## config.mk

```make
export PLATFORM = sky130hd
export DESIGN_NAME = muldiv_seq_unit
export DESIGN_NICKNAME = d
export VERILOG_FILES = /design/src/rtl/muldiv_seq_unit_pkg.sv /design/src/rtl/muldiv_sign_fix.sv /design/src/rtl/muldiv_seq_unit.sv
export SDC_FILE = /design/constraint.sdc
export NUM_CORES = 1
export LEC_CHECK = 0
export ABC_AREA = 1
export CORE_MARGIN = 10
export CORE_UTILIZATION = 37
export DETAILED_ROUTE_END_ITERATION = 8
export SYNTH_ARGS = -nofsm -noshare
export SYNTH_HDL_FRONTEND = slang
export SYNTH_HIERARCHICAL = 1
export SYNTH_SLANG_ARGS = --single-unit
```

## constraint.sdc

```tcl
create_clock -name clk -period 5.3 [get_ports clk]
set_input_delay 0.795 -clock clk [delete_from_list [all_inputs] [get_ports clk]]
set_output_delay 0.795 -clock clk [all_outputs]
set_load 0.03 [all_outputs]
```

## src/rtl/muldiv_seq_unit_pkg.sv

```systemverilog
// Shared encodings for the sequential multiply/divide unit.
package muldiv_seq_unit_pkg;

  // Operation select (opE)
  localparam logic [1:0] OP_MULT  = 2'b00;
  localparam logic [1:0] OP_MULTU = 2'b01;
  localparam logic [1:0] OP_DIV   = 2'b10;
  localparam logic [1:0] OP_DIVU  = 2'b11;

  // HI/LO select for mfE / mtE
  localparam logic [1:0] SEL_NONE = 2'b00;
  localparam logic [1:0] SEL_HI   = 2'b10;
  localparam logic [1:0] SEL_LO   = 2'b11;

  typedef enum logic [1:0] {
    IDLE = 2'd0,
    MUL  = 2'd1,
    DIV  = 2'd2,
    FIX  = 2'd3
  } state_t;

endpackage

```

## src/rtl/muldiv_sign_fix.sv

```systemverilog
// Turns magnitude results into signed HI/LO, including the divide-by-zero override.
module muldiv_sign_fix
  import muldiv_seq_unit_pkg::*;
#(
  parameter int WIDTH = 32
) (
  input  logic             is_div,
  input  logic             div_zero,
  input  logic             neg_res,
  input  logic             neg_rem,
  input  logic [WIDTH-1:0] mag_hi,
  input  logic [WIDTH-1:0] mag_lo,
  input  logic [WIDTH-1:0] dividend,
  output logic [WIDTH-1:0] hi,
  output logic [WIDTH-1:0] lo
);

  function automatic logic [WIDTH-1:0] cond_neg(input logic en, input logic [WIDTH-1:0] v);
    logic signed [WIDTH-1:0] s;
    s = $signed(v);
    return en ? $unsigned(-s) : v;
  endfunction

  function automatic logic [2*WIDTH-1:0] cond_neg2(input logic en, input logic [2*WIDTH-1:0] v);
    logic signed [2*WIDTH-1:0] s;
    s = $signed(v);
    return en ? $unsigned(-s) : v;
  endfunction

  logic [2*WIDTH-1:0] prod_fix;

  assign prod_fix = cond_neg2(neg_res, {mag_hi, mag_lo});

  // Select the signed result; dividend magnitude re-signed restores the original operand
  always_comb begin
    hi = prod_fix[2*WIDTH-1:WIDTH];
    lo = prod_fix[WIDTH-1:0];
    if (is_div) begin
      if (div_zero) begin
        lo = '1;
        hi = cond_neg(neg_rem, dividend);
      end else begin
        lo = cond_neg(neg_res, mag_lo);
        hi = cond_neg(neg_rem, mag_hi);
      end
    end
  end

endmodule

```

## src/rtl/muldiv_seq_unit.sv

```systemverilog
// Iterative MULT/MULTU/DIV/DIVU engine owning HI/LO, one result bit per cycle.
module muldiv_seq_unit
  import muldiv_seq_unit_pkg::*;
#(
  parameter int WIDTH = 32,
  parameter int CNT_W = 6
) (
  input  logic             clk,
  input  logic             rst_n,
  input  logic             startE,
  input  logic [1:0]       opE,
  input  logic [WIDTH-1:0] SrcAE,
  input  logic [WIDTH-1:0] SrcBE,
  input  logic [1:0]       mtE,
  input  logic [1:0]       mfE,
  output logic [WIDTH-1:0] Out,
  output logic             busy,
  output logic             done,
  output logic             stallE
);

  state_t               state, state_nx;
  logic [CNT_W-1:0]     cnt;
  logic [WIDTH-1:0]     hi, lo;
  logic [WIDTH-1:0]     a_mag, b_mag;
  logic [2*WIDTH-1:0]   acc;
  logic                 op_div, neg_res, neg_rem;
  logic                 is_signed, last_iter;
  logic [WIDTH-1:0]     a_abs, b_abs;
  logic [WIDTH:0]       mul_sum, div_shift, div_diff;
  logic [WIDTH-1:0]     fix_hi, fix_lo;

  assign is_signed = ~opE[0];
  assign a_abs     = (is_signed && SrcAE[WIDTH-1]) ? $unsigned(-$signed(SrcAE)) : SrcAE;
  assign b_abs     = (is_signed && SrcBE[WIDTH-1]) ? $unsigned(-$signed(SrcBE)) : SrcBE;
  assign last_iter = (cnt == CNT_W'(WIDTH - 1));

  // Multiply: add multiplicand into the upper half when the current multiplier bit is set
  assign mul_sum   = {1'b0, acc[2*WIDTH-1:WIDTH]} + (acc[0] ? {1'b0, a_mag} : '0);
  // Divide: upper half is the remainder, lower half shifts dividend bits out / quotient bits in
  assign div_shift = {acc[2*WIDTH-1:WIDTH], acc[WIDTH-1]};
  assign div_diff  = div_shift - {1'b0, b_mag};

  // State register
  always_ff @(posedge clk or negedge rst_n) begin
    if (!rst_n) state <= IDLE;
    else        state <= state_nx;
  end

  // Next-state logic
  always_comb begin
    state_nx = state;
    case (state)
      IDLE:     if (startE) state_nx = opE[1] ? DIV : MUL;
      MUL, DIV: if (last_iter) state_nx = FIX;
      FIX:      state_nx = IDLE;
      default:  state_nx = IDLE;
    endcase
  end

  // State-decoded outputs
  always_comb begin
    busy = (state != IDLE);
    done = (state == FIX);
  end

  assign stallE = busy & (startE | (mtE != SEL_NONE) | mfE[1]);

  // Iteration counter and architectural HI/LO; a start wins over a simultaneous mtE
  always_ff @(posedge clk or negedge rst_n) begin
    if (!rst_n) begin
      cnt <= '0;
      hi  <= '0;
      lo  <= '0;
    end else begin
      case (state)
        IDLE: begin
          cnt <= '0;
          if (!startE) begin
            if (mtE == SEL_HI)      hi <= SrcAE;
            else if (mtE == SEL_LO) lo <= SrcAE;
          end
        end
        MUL, DIV: cnt <= cnt + CNT_W'(1);
        FIX: begin
          hi <= fix_hi;
          lo <= fix_lo;
        end
        default: ;
      endcase
    end
  end

  // Operand latch and shift-add / restoring-divide datapath
  always_ff @(posedge clk) begin
    case (state)
      IDLE: if (startE) begin
        a_mag   <= a_abs;
        b_mag   <= b_abs;
        op_div  <= opE[1];
        neg_res <= is_signed & (SrcAE[WIDTH-1] ^ SrcBE[WIDTH-1]);
        neg_rem <= is_signed & SrcAE[WIDTH-1];
        acc     <= opE[1] ? {WIDTH'(0), a_abs} : {WIDTH'(0), b_abs};
      end
      MUL: acc <= {mul_sum, acc[WIDTH-1:1]};
      DIV: acc <= div_diff[WIDTH] ? {div_shift[WIDTH-1:0], acc[WIDTH-2:0], 1'b0}
                                  : {div_diff[WIDTH-1:0],  acc[WIDTH-2:0], 1'b1};
      default: ;
    endcase
  end

  muldiv_sign_fix #(.WIDTH(WIDTH)) u_sign_fix (
    .is_div   (op_div),
    .div_zero (b_mag == '0),
    .neg_res  (neg_res),
    .neg_rem  (neg_rem),
    .mag_hi   (acc[2*WIDTH-1:WIDTH]),
    .mag_lo   (acc[WIDTH-1:0]),
    .dividend (a_mag),
    .hi       (fix_hi),
    .lo       (fix_lo)
  );

  // Combinational HI/LO read port
  always_comb begin
    Out = '0;
    if (mfE == SEL_HI)      Out = hi;
    else if (mfE == SEL_LO) Out = lo;
  end

endmodule
```

# == After elaboration in Yosys (flattened, before gate mapping) ==
# Index checks and enable logic that the tools add are counted.
# op_classes
bitwise,7
mux,29
n_addsub,9
n_reduce_logical,15
n_eq_ne,14
# op_table
cell,count
$mux 32,18
$mux 64,3
$pmux 64 s3,1
$neg 32->32,5
$pmux 32 s2,2
$neg 64->64,1
$add 32x32->33,1
$sub 33x32->33,1
$logic_not 32->1,1
$eq 2x2->1 const B,6
$ne 2x2->1 const B,6
$pmux 6 s2,1
$reduce_bool 2->1,4
$add 6x1->6 const B,1
$eq 6x5->1 const B,1
$mux 2,3
$pmux 2 s3,1
$reduce_and 2->1,3
$reduce_and 4->1,1
$and 1x1->1,3
$reduce_and 3->1,1
$reduce_bool 3->1,1
$eq 2x1->1 const B,1
$logic_and 1x1->1,2
5 further kinds,6
# word_totals
inputBits,73
output_inout_bits,35
reg_bits,203
wordCells,84

# == Depth between registers and ports, before layout ==
# logic_depth
word_depth,6
depth_mapped,20
mapped_depth_nobuf,18

# == Hierarchy ==
# Netlist, hierarchy kept.
# modules_own_cells
module,cells_per_inst,area_each_um2,instances,seq_area_each_um2
muldiv_seq_unit,2447,16895.0,1,5735.5
muldiv_sign_fix,1051,4657.0,1,0.0

# == Worst setup path before layout ==
# No wires, ideal clock.
# synth_path
path_kind,register to register
from,register state[0]
to,register acc[0] (enable)
setup_time_ns,0.486
setup_slack_ns,1.051
n_path_buf,0
stages_incl_launch_ff,6
t_arrival_ns,3.762
t_required_ns,4.814
period_less_slack_ns,4.249
path_cell_list,dfrtp_1 > inv_1 > ha_1 > inv_1 > nor2_1 > nor2_1
# synth_via
elab_chain_len,3
word_cells_on_any_way,6
cone_classes,eq/ne (3); reduce/logical (3)
# synth_rtl
item,line,rtl
from (decl),muldiv_seq_unit.sv:22,"state_t state, state_nx;"
from (signal assigned),muldiv_seq_unit.sv:47,else state <= state_nx;
$eq 2x1->1 (tied with other cells),muldiv_seq_unit.sv:96,case (state)
$reduce_bool 3->1 (no line) or $ne 2x2->1 (tied branches),n/a,
$reduce_and 2->1 (no line) *,n/a,
to (signal assigned),muldiv_seq_unit.sv:103,"acc <= opE[1] ? {WIDTH'(0), a_abs} : {WIDTH'(0), b_abs};"
to (signal assigned),muldiv_seq_unit.sv:105,"MUL: acc <= {mul_sum, acc[WIDTH-1:1]};"
to (signal assigned),muldiv_seq_unit.sv:106,"DIV: acc <= div_diff[WIDTH] ? {div_shift[WIDTH-1:0], acc[WIDTH-2:0], 1'b0}"
to (decl),muldiv_seq_unit.sv:26,logic [2*WIDTH-1:0] acc;
# Mark *: on every way between the ends. The rest lies on a longest branch, timed or not.
# A chain may end at the register's enable or synchronous reset.

# == Worst setup path after layout ==
# layout_path
from,input mfE[1]
to,output Out[18]
# layout_via
elab_chain_len,3
word_cells_on_any_way,4
cone_classes,eq/ne (2); mux (2)
# layout_rtl
item,line,rtl
from (decl),muldiv_seq_unit.sv:15,"input logic [1:0] mfE,"
$eq 2x2->1,muldiv_seq_unit.sv:128,else if (mfE == SEL_LO) Out = lo;
$mux 32,muldiv_seq_unit.sv:128,
$mux 32 *,muldiv_seq_unit.sv:127,if (mfE == SEL_HI) Out = hi;
to (decl),muldiv_seq_unit.sv:16,"output logic [WIDTH-1:0] Out,"
# Marked as above.

==> results.yml <==
outcome:
  status: "completed"
sta:
  hold_slack_ns: 0.03409
  period_needed_ns: 3.977
  slew_violations: 0
  rsz0062_at_grt: "no"
  hold_viol_final: 0
  clock_skew_ns: 0.01651
  finalCritPeriodShare_pct: 75.04
  slew_headroom_pct: 21.76
  fmax_mhz: 251.5
  setup_viol: 0
  worstMarginPinSlew_ns: 1.166
  finalSetupTns_ns: 0
worst_setup_path:
  critical_path.endpoint: "Out[18]"
  crit_slowest_cell: "clkdlybuf4s50_1"
  crit_path_frequent_cell: "clkdlybuf4s50_1"
  cp-end-kind: "primary output"
  cp.required_ns: 4.51
  cpPeakStageDelay_ns: 0.75
  worstPathArrival_ns: 3.18
  reg2reg_slack_ns: 1.73
  start_kind: "input pin"
  r2r-end: "acc[63]"
  r2r_cells: 16
  r2r_start: "acc[31]"
  cp_cell_sequence: "clkdlybuf4s50_1, buf_4, inv_1, or2_2, o21ai_0, clkdlybuf4s50_1"
  crit_type: "in2out"
  critPathMaxFanout: 33
  cp-startpoint: "mfE[1]"
pwr:
  p_int_uw: 6113
  ir_drop_v: 0.001090
  p_sw_share_pct: 55.70
  p_leak_uw: 0.01120
  clockPowerShare_pct: 12.1
  p_comb_share_pct: 61.0
  pwr-share-seq_pct: 26.9
  powerDensity_mw_per_mm2: 576.1
  p_sw_uw: 7686
placement:
  dp_hpwl_mm: 73.21
  portBuffers: 107
  gp_congestion: 1.029
clocking:
  cts_made_buffers: 25
  clkTransAtPathRegs_ns: 0.06
  hold_buffers: 0
  cts-resized-gates: 0
  clock_sinks: 203
  clock_path_buffers: 3
  cts_tree: "built"
  root_buffer: "clkbuf_16"
  postCtsSetupRepairBufs: 0
  h-tree-depth: 1
  clock_latency_ns: 0.56
yosys:
  synthesis.nets: 3648
  syn_inst: 3498
  synth-edff-count: 131
  ys_warn_count: 6
  async_flop_share_pct: 35.47
  syn_area_mm2: 0.02155
  avgSynthCellArea_um2: 6.161
  ys_seq_area_share_pct: 26.61
  ys_types: 56
  ys_ff_latch: 203
  synthFlopType: "edfxtp_1"
floorplan:
  dieWidth_um: 261.3
  dieArea_mm2: 0.06830
  core.rowCount: 88
  die_h_um: 261.3
  start_util_pct: 37.35
  coreArea_mm2: 0.05770
  io_pins: 108
drt:
  drc: 0
  drt_pass1_iterations: 8
  viasPerCell: 5.449
  ant_nets: 0
  wire_per_inst_um: 21.11
  drtIter0Drc: 2835
  finalWirelength_mm: 91.29
  vias: 23560
flow_run:
  max-cap-violations: 0
cells_and_area:
  multiInputGateArea_mm2: 0.01343
  final_cell_mix: "1079 x nand2_1, 463 x inv_1, 382 x nor2_1"
  num_antenna_cells: 0
  fin_nets: 3690
  syn_to_final_growth_pct: 11.14
  layout_commonest_cell: "nand2_1"
  num-fill-cells: 6413
  regArea_mm2: 0.005736
  layout-drive-gt1-share_pct: 7.081
grt:
  grt_pass1_vias: 21170
  grt_max_degree: 68
  overflow: 0
  antenna_found_initial: 2
  grt_usage_pct: 25.81
  grt_pass1_wl_mm: 134.3
min_path:
  hold_path.class: "in2async"
cell type report:
type	instances	area share, %
repair buffers	130	5.182
flip-flops and latches	203	23.94
clock buffers	33	2.951
clock inverters	13	0.2925
well taps	765	3.996
multi-input cells	2697	56.06
inverters	483	7.569
state kept, by name, summed over array words and instances (netlist names):
signal	cells
op_div	1
state	2
b_mag	32
neg_res	1
a_mag	32
hi	32
cnt	6
lo	32
acc	64
neg_rem	1
layer usage:
| layer | vias to the layer above | global-route usage [%] | share of wire (%) |
|---|---|---|---|
| li1 | 11470 | - | - |
| met1 | 10900 | 35.77 | 44 |
| met2 | 1054 | 41.23 | 45 |
| met3 | 135 | 3.956 | 8.4 |
| met4 | 4 | 6.678 | 2.8 |
| met5 | - | 0 | 0.026 |
worst min-delay path by stage:
stage,startpoint,end,slack (ns),cells after the start
after floorplan,cnt[1],cnt[1],0.47,2
after global placement,cnt[1],cnt[1],0.51,2
after detailed placement,cnt[1],cnt[1],0.50,2
after CTS,rst_n,hi[2],0.03,1
after global routing,rst_n,hi[2],0.04,1
final,rst_n,hi[2],0.03,1
critical path: cells and delay by family:
kind | cells | cell delay [ns]
AO/OA/AOI/OAI | 1 | 0.31
buffers and inverters | 4 | 1.59
AND/OR/NAND/NOR | 1 | 0.47
power by group through the flow:
stage / combinational [uW] / clock, uW / sequential [uW]
2_1_floorplan: 6200 / 0 / 3020
3_3_place_gp: 8260 / 0 / 3680
3_5_place_dp: 8260 / 0 / 3680
4_1_cts: 8290 / 1680 / 3660
5_1_grt: 9300 / 1740 / 3720
6_report: 8420 / 1670 / 3710
synthesized netlist by cell type, types with 22 or more instances:
master	number	share of area, %
a21oi_1	146	3.4
a21oi_2	32	1.3
a31oi_1	70	2.0
buf_2	36	0.84
clkbuf_1	62	1.1
dfrtp_1	72	8.4
edfxtp_1	131	18
ha_1	75	4.4
inv_1	464	8.1
nand2_1	1081	19
nand2_2	44	1.3
nand3_1	344	8.0
nand3_2	32	1.5
nand3b_1	23	0.80
nand4_1	36	1.0
nor2_1	385	6.7
nor3_1	30	0.70
o21ai_0	173	4.0
xnor2_1	22	0.89
xor2_1	33	1.3
cell families after synthesis:
kind of cell               count (synthesis)  share of synthesized area, %
and+or+nand+nor                         2056                         41.76
buffers and inverters                    598                         11.18
AOI/OAI and AO/OA                        509                         13.67
DFF                                      203                         26.61
adders and majority gates                 77                         4.540
xor gates and xnor gates                  55                         2.235
stage by stage:
stage	util (%)	power (uW)	instance area [um^2]	setup WS, ns	std cells
5_1_grt	41.52	14770	23950	1.241	4324
3_5_place_dp	40.17	11940	23180	1.367	4278
3_3_place_gp	40.17	11940	23180	1.462	4278
6_report	41.52	13800	23950	1.323	4324
4_1_cts	41.52	13630	23950	1.370	4324
2_1_floorplan	-	9221	21550	1.051	3498
Note: power is estimated with default switching activity, not from simulation.
